<file path="src/rtl/seq_divider_pkg.sv">
// Shared types and sizing helpers for the restoring sequential divider.
package div_pkg;

  typedef enum logic [1:0] {
    IDLE = 2'd0,
    DIV  = 2'd1,
    FIX  = 2'd2,
    DONE = 2'd3
  } div_state_e;

  localparam int DIV_WIDTH = 32;

  function automatic int cnt_width(input int w);
    return (w > 1) ? $clog2(w) : 1;
  endfunction

endpackage

</file>
<file path="src/rtl/seq_divider_ripple_subtractor.sv">
// Ripple-carry subtractor a - b built from a full-adder chain (inverted b, carry-in 1).
module full_adder (
  input  logic a_i,
  input  logic b_i,
  input  logic c_i,
  output logic s_o,
  output logic c_o
);
  assign s_o = a_i ^ b_i ^ c_i;
  assign c_o = (a_i & b_i) | (c_i & (a_i ^ b_i));
endmodule

module ripple_subtractor #(
  parameter int N = 33
) (
  input  logic [N-1:0] a_i,
  input  logic [N-1:0] b_i,
  output logic [N-1:0] diff_o,
  output logic         borrow_o
);
  logic [N:0] carry;

  assign carry[0] = 1'b1;

  for (genvar i = 0; i < N; i++) begin : g_fa
    full_adder u_fa (
      .a_i (a_i[i]),
      .b_i (~b_i[i]),
      .c_i (carry[i]),
      .s_o (diff_o[i]),
      .c_o (carry[i+1])
    );
  end

  // No carry out of the top bit means a < b.
  assign borrow_o = ~carry[N];
endmodule

</file>
<file path="src/rtl/seq_divider.sv">
// Multi-cycle restoring divider: one quotient bit per cycle, signed or unsigned,
// with valid/ready handshakes on both operand and result sides.
module seq_divider
  import div_pkg::*;
#(
  parameter int WIDTH = DIV_WIDTH
) (
  input  logic             clk,
  input  logic             rst_n,
  input  logic             in_valid,
  output logic             in_ready,
  input  logic             in_signed,
  input  logic [WIDTH-1:0] dividend,
  input  logic [WIDTH-1:0] divisor,
  output logic             out_valid,
  input  logic             out_ready,
  output logic [WIDTH-1:0] quotient,
  output logic [WIDTH-1:0] remainder,
  output logic             div_zero
);

  localparam int CW = cnt_width(WIDTH);

  function automatic logic [WIDTH-1:0] neg(input logic [WIDTH-1:0] v);
    return ~v + WIDTH'(1);
  endfunction

  div_state_e       state_q;
  logic [CW-1:0]    cnt_q;
  logic [WIDTH-1:0] q_q;
  logic [WIDTH-1:0] prem_q;
  logic [WIDTH-1:0] dvs_q;
  logic             signed_q;
  logic             qneg_q;
  logic             rneg_q;
  logic             in_ready_q;
  logic             out_valid_q;
  logic [WIDTH-1:0] quotient_q;
  logic [WIDTH-1:0] remainder_q;
  logic             div_zero_q;

  logic [WIDTH-1:0] dvd_mag;
  logic [WIDTH-1:0] dvs_mag;
  logic [WIDTH:0]   shifted;
  logic [WIDTH:0]   trial;
  logic             borrow;
  logic             keep;

  always_comb begin
    dvd_mag = (in_signed && dividend[WIDTH-1]) ? neg(dividend) : dividend;
    dvs_mag = (in_signed && divisor[WIDTH-1])  ? neg(divisor)  : divisor;
  end

  assign shifted = {prem_q, q_q[WIDTH-1]};

  ripple_subtractor #(
    .N (WIDTH + 1)
  ) u_sub (
    .a_i      (shifted),
    .b_i      ({1'b0, dvs_q}),
    .diff_o   (trial),
    .borrow_o (borrow)
  );

  // Negative trial (sign bit or borrow) restores the shifted partial remainder.
  assign keep = trial[WIDTH] | borrow;

  always_ff @(posedge clk or negedge rst_n) begin
    if (!rst_n) begin
      state_q     <= IDLE;
      cnt_q       <= '0;
      q_q         <= '0;
      prem_q      <= '0;
      dvs_q       <= '0;
      signed_q    <= 1'b0;
      qneg_q      <= 1'b0;
      rneg_q      <= 1'b0;
      in_ready_q  <= 1'b0;
      out_valid_q <= 1'b0;
      quotient_q  <= '0;
      remainder_q <= '0;
      div_zero_q  <= 1'b0;
    end else begin
      case (state_q)
        IDLE: begin
          if (in_valid && in_ready_q) begin
            in_ready_q <= 1'b0;
            signed_q   <= in_signed;
            q_q        <= dvd_mag;
            dvs_q      <= dvs_mag;
            qneg_q     <= in_signed & (dividend[WIDTH-1] ^ divisor[WIDTH-1]);
            rneg_q     <= in_signed & dividend[WIDTH-1];
            prem_q     <= '0;
            cnt_q      <= CW'(WIDTH - 1);
            if (divisor == '0) begin
              quotient_q  <= '1;
              remainder_q <= dividend;
              div_zero_q  <= 1'b1;
              out_valid_q <= 1'b1;
              state_q     <= DONE;
            end else begin
              state_q <= DIV;
            end
          end else begin
            in_ready_q <= 1'b1;
          end
        end
        DIV: begin
          q_q    <= {q_q[WIDTH-2:0], ~keep};
          prem_q <= keep ? shifted[WIDTH-1:0] : trial[WIDTH-1:0];
          if (cnt_q == '0) begin
            state_q <= FIX;
          end else begin
            cnt_q <= cnt_q - CW'(1);
          end
        end
        FIX: begin
          quotient_q  <= (signed_q && qneg_q) ? neg(q_q)    : q_q;
          remainder_q <= (signed_q && rneg_q) ? neg(prem_q) : prem_q;
          div_zero_q  <= 1'b0;
          out_valid_q <= 1'b1;
          state_q     <= DONE;
        end
        DONE: begin
          if (out_ready) begin
            out_valid_q <= 1'b0;
            in_ready_q  <= 1'b1;
            state_q     <= IDLE;
          end
        end
        default: state_q <= IDLE;
      endcase
    end
  end

  assign in_ready  = in_ready_q;
  assign out_valid = out_valid_q;
  assign quotient  = quotient_q;
  assign remainder = remainder_q;
  assign div_zero  = div_zero_q;

endmodule

</file>
<file path="config.mk">
export PLATFORM = sky130hd
export DESIGN_NAME = seq_divider
export DESIGN_NICKNAME = d
export VERILOG_FILES = /design/src/rtl/seq_divider_pkg.sv /design/src/rtl/seq_divider_ripple_subtractor.sv /design/src/rtl/seq_divider.sv
export SDC_FILE = /design/constraint.sdc
export NUM_CORES = 1
export LEC_CHECK = 0
export CELL_PAD_IN_SITES_DETAIL_PLACEMENT = 1
export CELL_PAD_IN_SITES_GLOBAL_PLACEMENT = 1
export CORE_MARGIN = 3
export CORE_UTILIZATION = 43
export CTS_CLUSTER_SIZE = 24
export DETAILED_ROUTE_END_ITERATION = 16
export PLACE_DENSITY_LB_ADDON = 0.2
export SYNTH_ARGS = -nofsm -noshare
export SYNTH_HDL_FRONTEND = slang
export SYNTH_SLANG_ARGS = --single-unit
</file>
<file path="constraint.sdc">
create_clock -name clk -period 15.9 [get_ports clk]
set_input_delay 1.59 -clock clk [delete_from_list [all_inputs] [get_ports clk]]
set_output_delay 1.59 -clock clk [all_outputs]
set_load 0.01 [all_outputs]
</file>
==> results.txt <==
The relative contribution of sequential cells to total power came out at between 30% and 40%. By area, the combinational part of the netlist is dominated by compound AO/OA/AOI/OAI gates. The register-to-register setup slack came out at 1.50 ns.

The final routed wirelength across all metal layers is 33,610 um. The first global-routing pass estimated ~54,000 um of wire. The final instance area is about 0.013 mm2. The routed via count came out at ~9.5k. The total congestion overflow came out at 0. In this run the remaining antenna-violating nets after routing total 0. The count of buffer and inverter cells on the critical path came out at 6. The clock group share of total power is 16.1%. The power density over the cells came out at ~210 mW/mm2. After layout, the worst path uses 90.55% of the clock period. The startpoint identified for the worst hold timing path is remainder[28]$_DFFE_PN0P_. The final-report max-slew violation count came out at 0. Measured against its own limit, the worst slew margin works out to around a quarter. The largest single stage delay on the critical path is 0.57 ns. Summing all flip-flop and latch instances after layout gives 0.004329 mm2.

The clock skew came out at 0.01124 ns. The total of flip-flops plus latches after synthesis came out at 173. The die width is 165.2 um. Setup repair after global routing left no endpoint under its margin.

The switching power came out at 1.261 mW. The share of post-route cells with drive strength above 1 came out at 4.590%. The area of the multi-input gates came out at 0.006108 mm2. The worst IR drop on VDD came out at 105.9 uV. The final HPWL from detailed placement came out at 24,550 um. The transition time of the tightest slew-check pin is between 1 and 1.5 ns. The data arrival time of the critical path came out at 14.66 ns.

Before CTS, the worst setup slack after placement is 1.696 ns. The synthesized netlist cell count came out at 1,225. The most common cell after layout, fill and taps aside is sky130_fd_sc_hd__dfrtp_1. Clock-pin slew was measured on the worst setup and hold paths at 0.07 ns.

The die footprint is 0.02728 mm2. The total internal power came out at 1.501 mW. The number of enable-type register cells in the synthesized netlist is 0. The post-synthesis instance area came out at 0.01089 mm2. The area of the core came out at approximately 0.025 mm2. The worst register-to-register path has a depth of 41.

The most used flip-flop cell after synthesis is sky130_fd_sc_hd__dfrtp_1. The number of antenna violations at the first check in global routing is 1. The number of nets in the synthesized netlist came out at about 1.3k. The post-CTS setup buffer count is 0. The XOR/XNOR share of the synthesized area is 9.407%. The total CTS buffers is 17. The endpoint of the worst-slack reg-to-reg timing path is prem_q[5]$_DFFE_PN0P_. The detailed router finished its first iteration with about 600 violations. Of all nets on the critical path, the largest fanout is 22.

The top achievable clock speed came out at 69.46 MHz. The combinational power share is between 50 and 60%. Summed over all cells, the static leakage comes to around 5.3 nW. The worst setup path is launched from a flop.

The post-cts gate resize count came out at 0. In this run the vertical extent of the chip is 165.2 um. The worst hold path terminates at remainder[28]$_DFFE_PN0P_.

The worst-skew pair later-pin latency came out at about 0.44 ns. The clock net in this run drives a total of 173 sinks. The row count came out at 57.

The number of violations of the max-capacitance limit came out at 0. The synthesized-area fraction occupied by and/or/nand/nor cells came out at 15.99%. The switching part of the total power is between 40% and 50%. The port buffer count is around 140.

The post-synthesis to final-layout area growth came out at 20.15%. The shortest period the worst path allows came out at 14.40 ns. In this run the critical register-to-register path is launched from q_q[31]$_DFFE_PN0P_.

In this run the deepest clock path goes through 2 buffers. The final-report hold violation count was 0. The run finished with clean final reports. The post-layout instance count excluding filler cells came out at between 1.5k and 2k. Setup total negative slack on the finished layout was measured at 0 ns. The count of cell types in the netlist is 62. The post-synthesis sequential area ratio is 39.74%. The slowest stage of the critical path is the sky130_fd_sc_hd__xor2_4 cell.

Yosys printed 0 warnings. The adder and majority gate portion of the synthesized area is 6.961%. The per-instance average area after synthesis is 8.892 um2. Once placement finished, the instance area stood at 0.01248 mm2. The worst path setup slack after routing is 1.503 ns. The critical setup path kind is reg2reg. The post-route total power is 2.763 mW. The clock tree from TritonCTS is yes. The share of the core filled with cells in the final layout is 53.19%. In this run the clock root is driven by a sky130_fd_sc_hd__clkbuf_16. Leaving out fill and tap cells, the most frequent cells in the layout are sky130_fd_sc_hd__dfrtp_1 (173), sky130_fd_sc_hd__nand2_1 (137), sky130_fd_sc_hd__o21ai_0 (137), sky130_fd_sc_hd__clkdlybuf4s50_1 (134), sky130_fd_sc_hd__nor2_1 (120). The cell family contributing the most delay on the critical path is adder cells.

The starting density of the core is 44.27%. The number of optimization iterations in the first detailed-route pass is 5. After synthesis, the share of flip-flops with an asynchronous set or reset is 100.0%. The most prevalent standard cell on the critical path is sky130_fd_sc_hd__fa_1.

The most critical setup path has its startpoint at q_q[31]$_DFFE_PN0P_. The net count of the finished layout is approximately 1.4k. The antenna diode count is 0.

The number of inserted filler cells in the final layout is 2,848. The cell count after placement is between 1.5k and 2k. The all-layer global routing usage came out at 25.25%. STA classifies the critical path endpoint as a flop.

about 140 I/O pins were placed. The largest net degree at the start of global routing is 101. The DRC violation count after routing came out at 0. The min-delay analysis places its worst path in the category reg2reg.

The per-cell routed wire length came out at 20.33 um. The number of instances on the worst hold path came out at 1. The synthesized netlist devotes 18.92% of its cell area to compound gates. The required time at the worst-slack endpoint came out at ~16 ns. CTS built an H-tree with a depth of 4. The global placement routability congestion is 0.9008. The via count of the first global-routing pass was 9,894.

The hold-fix buffer count after cts is 0. The final number of setup-violating endpoints came out at 0. The portion of synthesized area spent on multiplexers is 4.238%. The post-detailed-route via-to-cell ratio is about 5.7. Across all hold checks on the routed design, the worst slack comes to 0.4791 ns.
-- metal layers --
layer  share of wire, %  GRT usage [%]  up-vias
met4                3.4          9.760        2
met3                4.2          3.318       59
li1                   -              -     4462
met5              0.033              0        -
met1                 44          32.90     4714
met2                 49          42.77      248
-- final cells by class --
type | count | area share, %
multi-input cells | 922 | 46.67
flip-flops and latches | 173 | 33.08
repair buffers | 143 | 10.79
clock buffers | 18 | 3.279
well taps | 324 | 3.098
inverters | 59 | 1.692
clock inverters | 14 | 1.386
-- synth_stat cells, types with 11 or more instances --
library cell,count,share of area (%)
sky130_fd_sc_hd__a211oi_1,11,0.76
sky130_fd_sc_hd__a21o_1,11,0.76
sky130_fd_sc_hd__a21oi_1,76,3.5
sky130_fd_sc_hd__a31oi_1,33,1.9
sky130_fd_sc_hd__buf_2,11,0.51
sky130_fd_sc_hd__clkbuf_1,54,1.9
sky130_fd_sc_hd__dfrtp_1,173,40
sky130_fd_sc_hd__fa_1,31,5.7
sky130_fd_sc_hd__ha_1,11,1.3
sky130_fd_sc_hd__inv_1,58,2.0
sky130_fd_sc_hd__mux2i_1,45,4.1
sky130_fd_sc_hd__nand2_1,137,4.7
sky130_fd_sc_hd__nand3_1,15,0.69
sky130_fd_sc_hd__nor2_1,120,4.1
sky130_fd_sc_hd__nor3_1,21,0.96
sky130_fd_sc_hd__nor4_1,11,0.63
sky130_fd_sc_hd__o21ai_0,137,6.3
sky130_fd_sc_hd__o22ai_1,18,1.0
sky130_fd_sc_hd__o31ai_1,21,1.4
sky130_fd_sc_hd__or3_1,14,0.80
sky130_fd_sc_hd__xnor2_1,60,4.8
sky130_fd_sc_hd__xor2_1,57,4.6
-- state kept, by name, indices dropped and copies added (netlist names), 2 cells and up --
name and cells:
dvs_q 32, quotient 32, state_q 2, remainder 32
prem_q 32, q_q 32, cnt_q 5
-- cells by family after synthesis --
family / after synthesis
and+or+nand+nor: 372
AOI/OAI and AO/OA: 345
DFF: 173
buffers and inverters: 130
xor gates and xnor gates: 117
muxes: 46
adders and majority gates: 42
-- power by group through the flow --
stage	sequential [mW]	combinational, mW	clock [mW]
finish	0.841	1.48	0.444
global route	0.873	1.65	0.469
CTS	0.841	1.49	0.451
detailed placement	0.846	1.46	0
global placement	0.834	1.40	0
floorplan	0.811	0.963	0
-- worst max-delay path by stage --
stage | to | slack, ns | cells after the start
floorplan | prem_q[1]$_DFFE_PN0P_ | 2.45 | 41
global placement | prem_q[1]$_DFFE_PN0P_ | 1.90 | 41
detailed placement | prem_q[1]$_DFFE_PN0P_ | 1.70 | 41
CTS | prem_q[5]$_DFFE_PN0P_ | 1.48 | 41
global route | prem_q[16]$_DFFE_PN0P_ | 1.0 | 41
finish | prem_q[5]$_DFFE_PN0P_ | 1.50 | 41
No activity file was read; power rests on OpenSTA's default activity.
==> patch 1: new RTL, same flow settings <==
Re-encode `div_state_e` (4 states) as one-hot, 4 bits wide.
--- a/src/rtl/seq_divider_pkg.sv
+++ b/src/rtl/seq_divider_pkg.sv
@@ -3,7 +3,7 @@
 
-  typedef enum logic [1:0] {
-    IDLE = 2'd0,
-    DIV  = 2'd1,
-    FIX  = 2'd2,
-    DONE = 2'd3
+  typedef enum logic [3:0] {
+    IDLE = 4'b0001,
+    DIV  = 4'b0010,
+    FIX  = 4'b0100,
+    DONE = 4'b1000
   } div_state_e;
Function: no difference found for any inputs over 10 cycles, from zero or initial values and one cycle with rst_n low; not proved beyond that.
==> patch 1 against the unedited design <==
  * Total power down 16%
  * Critical path depth unchanged
  * Global-route usage down 0.89 points
  * First-iteration DRC count down 20%
  * Wire length down 4.6%
  * Synthesized area down 0.20%
  * Design area down 0.59%
  * Worst hold slack better by 0.70 ps
  * Sequential share of layout area up 0.59 points
  * Cell count down 4.7%
  * Clock skew down 2.7 ps
  * Worst setup slack better by 350 ps
  * Sequential cell count up 2
==> patch 1: results <==
[min_path]
hold_path_class = "flop to flop"
holdPathStages = 2
min_to = "dvs_q[24]"
hold_start = "dvs_q[24]"

[power_and_ir_drop]
power-top-group = "combinational logic"
peakVddDrop_mv = 0.1253
p_leak_nw = 5.519
power.share.sequential_pct = 32.3
combPwrFrac_pct = 49.5
p_sw_share_pct = 45.47

[global_routing]
grt_pass1_vias = 9475
antenna_found_initial = 0
grt_max_degree = 102
grt_pass1_wl_um = 51870
grtUsageTotal_pct = 24.36
met1_usage_pct = 31.51
grt_use_met2_pct = 41.65
grt_use_met3_pct = 3.311

[routing]
wl_per_cell_um = 20.35
drt-vias-per-instance = 5.747
drtIter0Drc = 474
top_layer = "met4"
drt-met1-wl_um = 14220
dr.pass1.iters = 5
dr_wl_met2_um = 15750
route.met3.wl_um = 1091

[clock_tree]
root_buffer = "clkbuf_16"
post_cts_resized = 0
clock_latency_ps = 430
htreeDepth = 4
clockBufferDepth = 2
cts_made_buffers = 17
postCtsSetupBuffers = 0
clkTransAtPathRegs_ps = 70

[synth]
synth_area_leaders = "dfrtp_1 40%, mux2i_1 6.0%, fa_1 5.7%, o21ai_0 4.8%, xnor2_1 4.8%"
synth_ff_type = "dfrtp_1"
synthDistinctLibCells = 63
synth_common_cells = "174 x dfrtp_1, 106 x nand2_1, 105 x o21ai_0"
synth_warnings = 0
syn_nets = 1253
synth-seq-area-share_pct = 40.29

[run_status]
outcome = "finished clean"

[setup_path]
cp-endpoint = "prem_q[5]"
critPathLaunch = "q_q[31]"
critPathMaxStageDelay_ps = 480
slowest_stage = "buf_4"
r2r_cells = 41
critPathMaxFanout = 36
crit_family = "adder cells"
rrSetupSlack_ps = 1850
arrival_ps = 14310

[cells_and_area]
fillers = 2756
n_antenna_cell = 0
drive_gt1_share_pct = 6.075

[placed_design]
postPlaceCellArea_mm2 = 0.01243
place_congestion = 0.8599
hpwlAfterDp_um = 24030

[sta]
fin_skew_ps = 8.558
relSlewSlack_pct = 33.32
patch 1: cell types whose count changed after synthesis, sizes merged, moves of 8 or more:
| cell | unedited run | this run |
|---|---|---|
| mux2i | 45 | 65 |
| o21ai | 140 | 119 |
| a2bb2oi | 2 | 31 |
| a31oi | 33 | 15 |
| a211oi | 11 | 3 |
| a21oi | 76 | 44 |
| nor4 | 15 | 23 |
| nor2 | 121 | 76 |
| a22oi | 0 | 29 |
| a21o | 11 | 0 |
| o22ai | 18 | 3 |
| nand3 | 15 | 42 |
| nand2 | 137 | 107 |
patch 1: logic make-up after synthesis:
family | after synthesis | share of synthesized area (%)
AND/OR/NAND/NOR | 327 | 15.02
AO/OA/AOI/OAI | 301 | 18.18
flip-flops | 175 | 40.29
buffers and inverters | 127 | 4.880
XOR/XNOR | 112 | 9.023
multiplexers | 66 | 6.088
adder cells (fa/ha/maj) | 38 | 6.514
patch 1: layout make-up:
type                            instances  area (um^2)  area share, %
Multi-Input combinational cell        844         6003          46.14
Timing Repair Buffer                  146         1435          11.03
Inverter                               54        202.7          1.558
Clock inverter                         11        132.6          1.019
Clock buffer                           21        450.4          3.462
Sequential cell                       175         4380          33.67
Tap cell                              324        405.4          3.116
patch 1: stage by stage:
stage / hold slack [ps] / power (mW) / util, % / setup WS [ps] / std cells
global route: 513.1 / 2.520 / 52.88 / 1333 / 1575
detailed placement: 470.4 / 1.900 / 50.51 / 1943 / 1543
CTS: 486.2 / 2.340 / 52.88 / 1800 / 1575
global placement: 461.3 / 1.844 / 50.51 / 2262 / 1543
floorplan: 443.9 / 1.550 / - / 2491 / 1146
finish: 479.8 / 2.330 / 52.88 / 1849 / 1575
patch 1: worst min-delay path, delay by kind of cell, from the launching register on:
family          cells  cell delay, ps
flops               1             340
compound gates      1              60
simple gates        1              50
==> patch 2: new RTL, config.mk and constraints unchanged <==
Without the edit above. `DIV_WIDTH`: 32 -> 40.
--- a/src/rtl/seq_divider_pkg.sv
+++ b/src/rtl/seq_divider_pkg.sv
@@ -10,3 +10,3 @@
 
-  localparam int DIV_WIDTH = 32;
+  localparam int DIV_WIDTH = 40;
 
Ports: changed (resized dividend, divisor, quotient and remainder); port bits go from 136 to 168. The function was not compared with the original's and may differ.
==> patch 2 against the unedited design <==
  * Combinational power rose by 22%
  * Wire length grew 30%
  * Worst setup slack got worse by 1000 ps
  * Critical endpoint is now prem_q[39]
  * Core utilization grew 0.68 points
  * Design area up 28%
  * Total power grew 27%
  * Count of clock-buffer cells in the layout increased by 17
  * Synthesized area grew 26%
  * Sequential cell count up 41
  * Clock skew rose by 0.51 ps
  * Sequential power is 26% higher
  * First-iteration DRC count is 3.4% lower
  * Critical path type unchanged
==> patch 2: results <==
[run_status]
outcome = "finished clean"

[setup_path]
r2r_cells = 53
cp-endpoint = "prem_q[39]"
critPathMaxStageDelay_ps = 410
slowest_stage = "fa_1"

[sta]
post-route-period-util_pct = 96.82

[min_path]
min_to = "dvs_q[21]"

[synth]
synth_area_leaders = "dfrtp_1 39%, o21ai_0 6.7%, fa_1 5.7%, xnor2_1 5.0%, nand2_1 5.0%"
synth_common_cells = "214 x dfrtp_1, 184 x o21ai_0, 181 x nand2_1"
synth-seq-area-share_pct = 39.05
synthDistinctLibCells = 65
syn_nets = 1699

[placed_design]
numPortBuffers = 167
postPlaceCellArea_mm2 = 0.01566

[routing]
route.met3.wl_um = 1782
drt-vias-per-instance = 5.797
dr.pass1.iters = 6
drt-met1-wl_um = 18970
dr_wl_met2_um = 21670
wl_per_cell_um = 20.89

[power_and_ir_drop]
combPwrFrac_pct = 51.5
power_mw = 3.510
peakVddDrop_mv = 0.09526
clk-power_uw = 640

[global_routing]
grt_use_met3_pct = 2.941
grt_max_degree = 91

[cells_and_area]
clock_cell_area_share_pct = 5.538
multiInputGateArea_mm2 = 0.007779
finalNetCount = 1810
nNonClkBuffers = 189
drive_gt1_share_pct = 6.671

[clock_tree]
clock_latency_ps = 540
htreeDepth = 1
clockBufferDepth = 3

[floorplanning]
core-area_mm2 = 0.03099
## patch 2: cell families after synthesis
kind of cell | count (synthesis) | synth area share [%]
and+or+nand+nor | 512 | 18.03
muxes | 50 | 3.668
adders and majority gates | 50 | 6.696
xor gates and xnor gates | 142 | 9.069
DFF | 214 | 39.05
AOI/OAI and AO/OA | 423 | 18.41
buffers and inverters | 173 | 5.082
## patch 2: timing repair
action                     4_1_cts  5_1_grt
buffers inserted                 1        0
setup endpoints to repair       41       41
cloned                           1        0
resized for setup               12       13
pin swaps                        1        1
## patch 2: worst max-delay path, delay by kind of cell, from the launching register on
| kind | cells | cell delay [ps] |
|---|---|---|
| buf+inv | 9 | 740 |
| flops | 1 | 380 |
| simple gates | 1 | 60 |
| xor+xnor | 1 | 250 |
| compound gates | 2 | 220 |
| fa+ha+maj | 40 | 13560 |
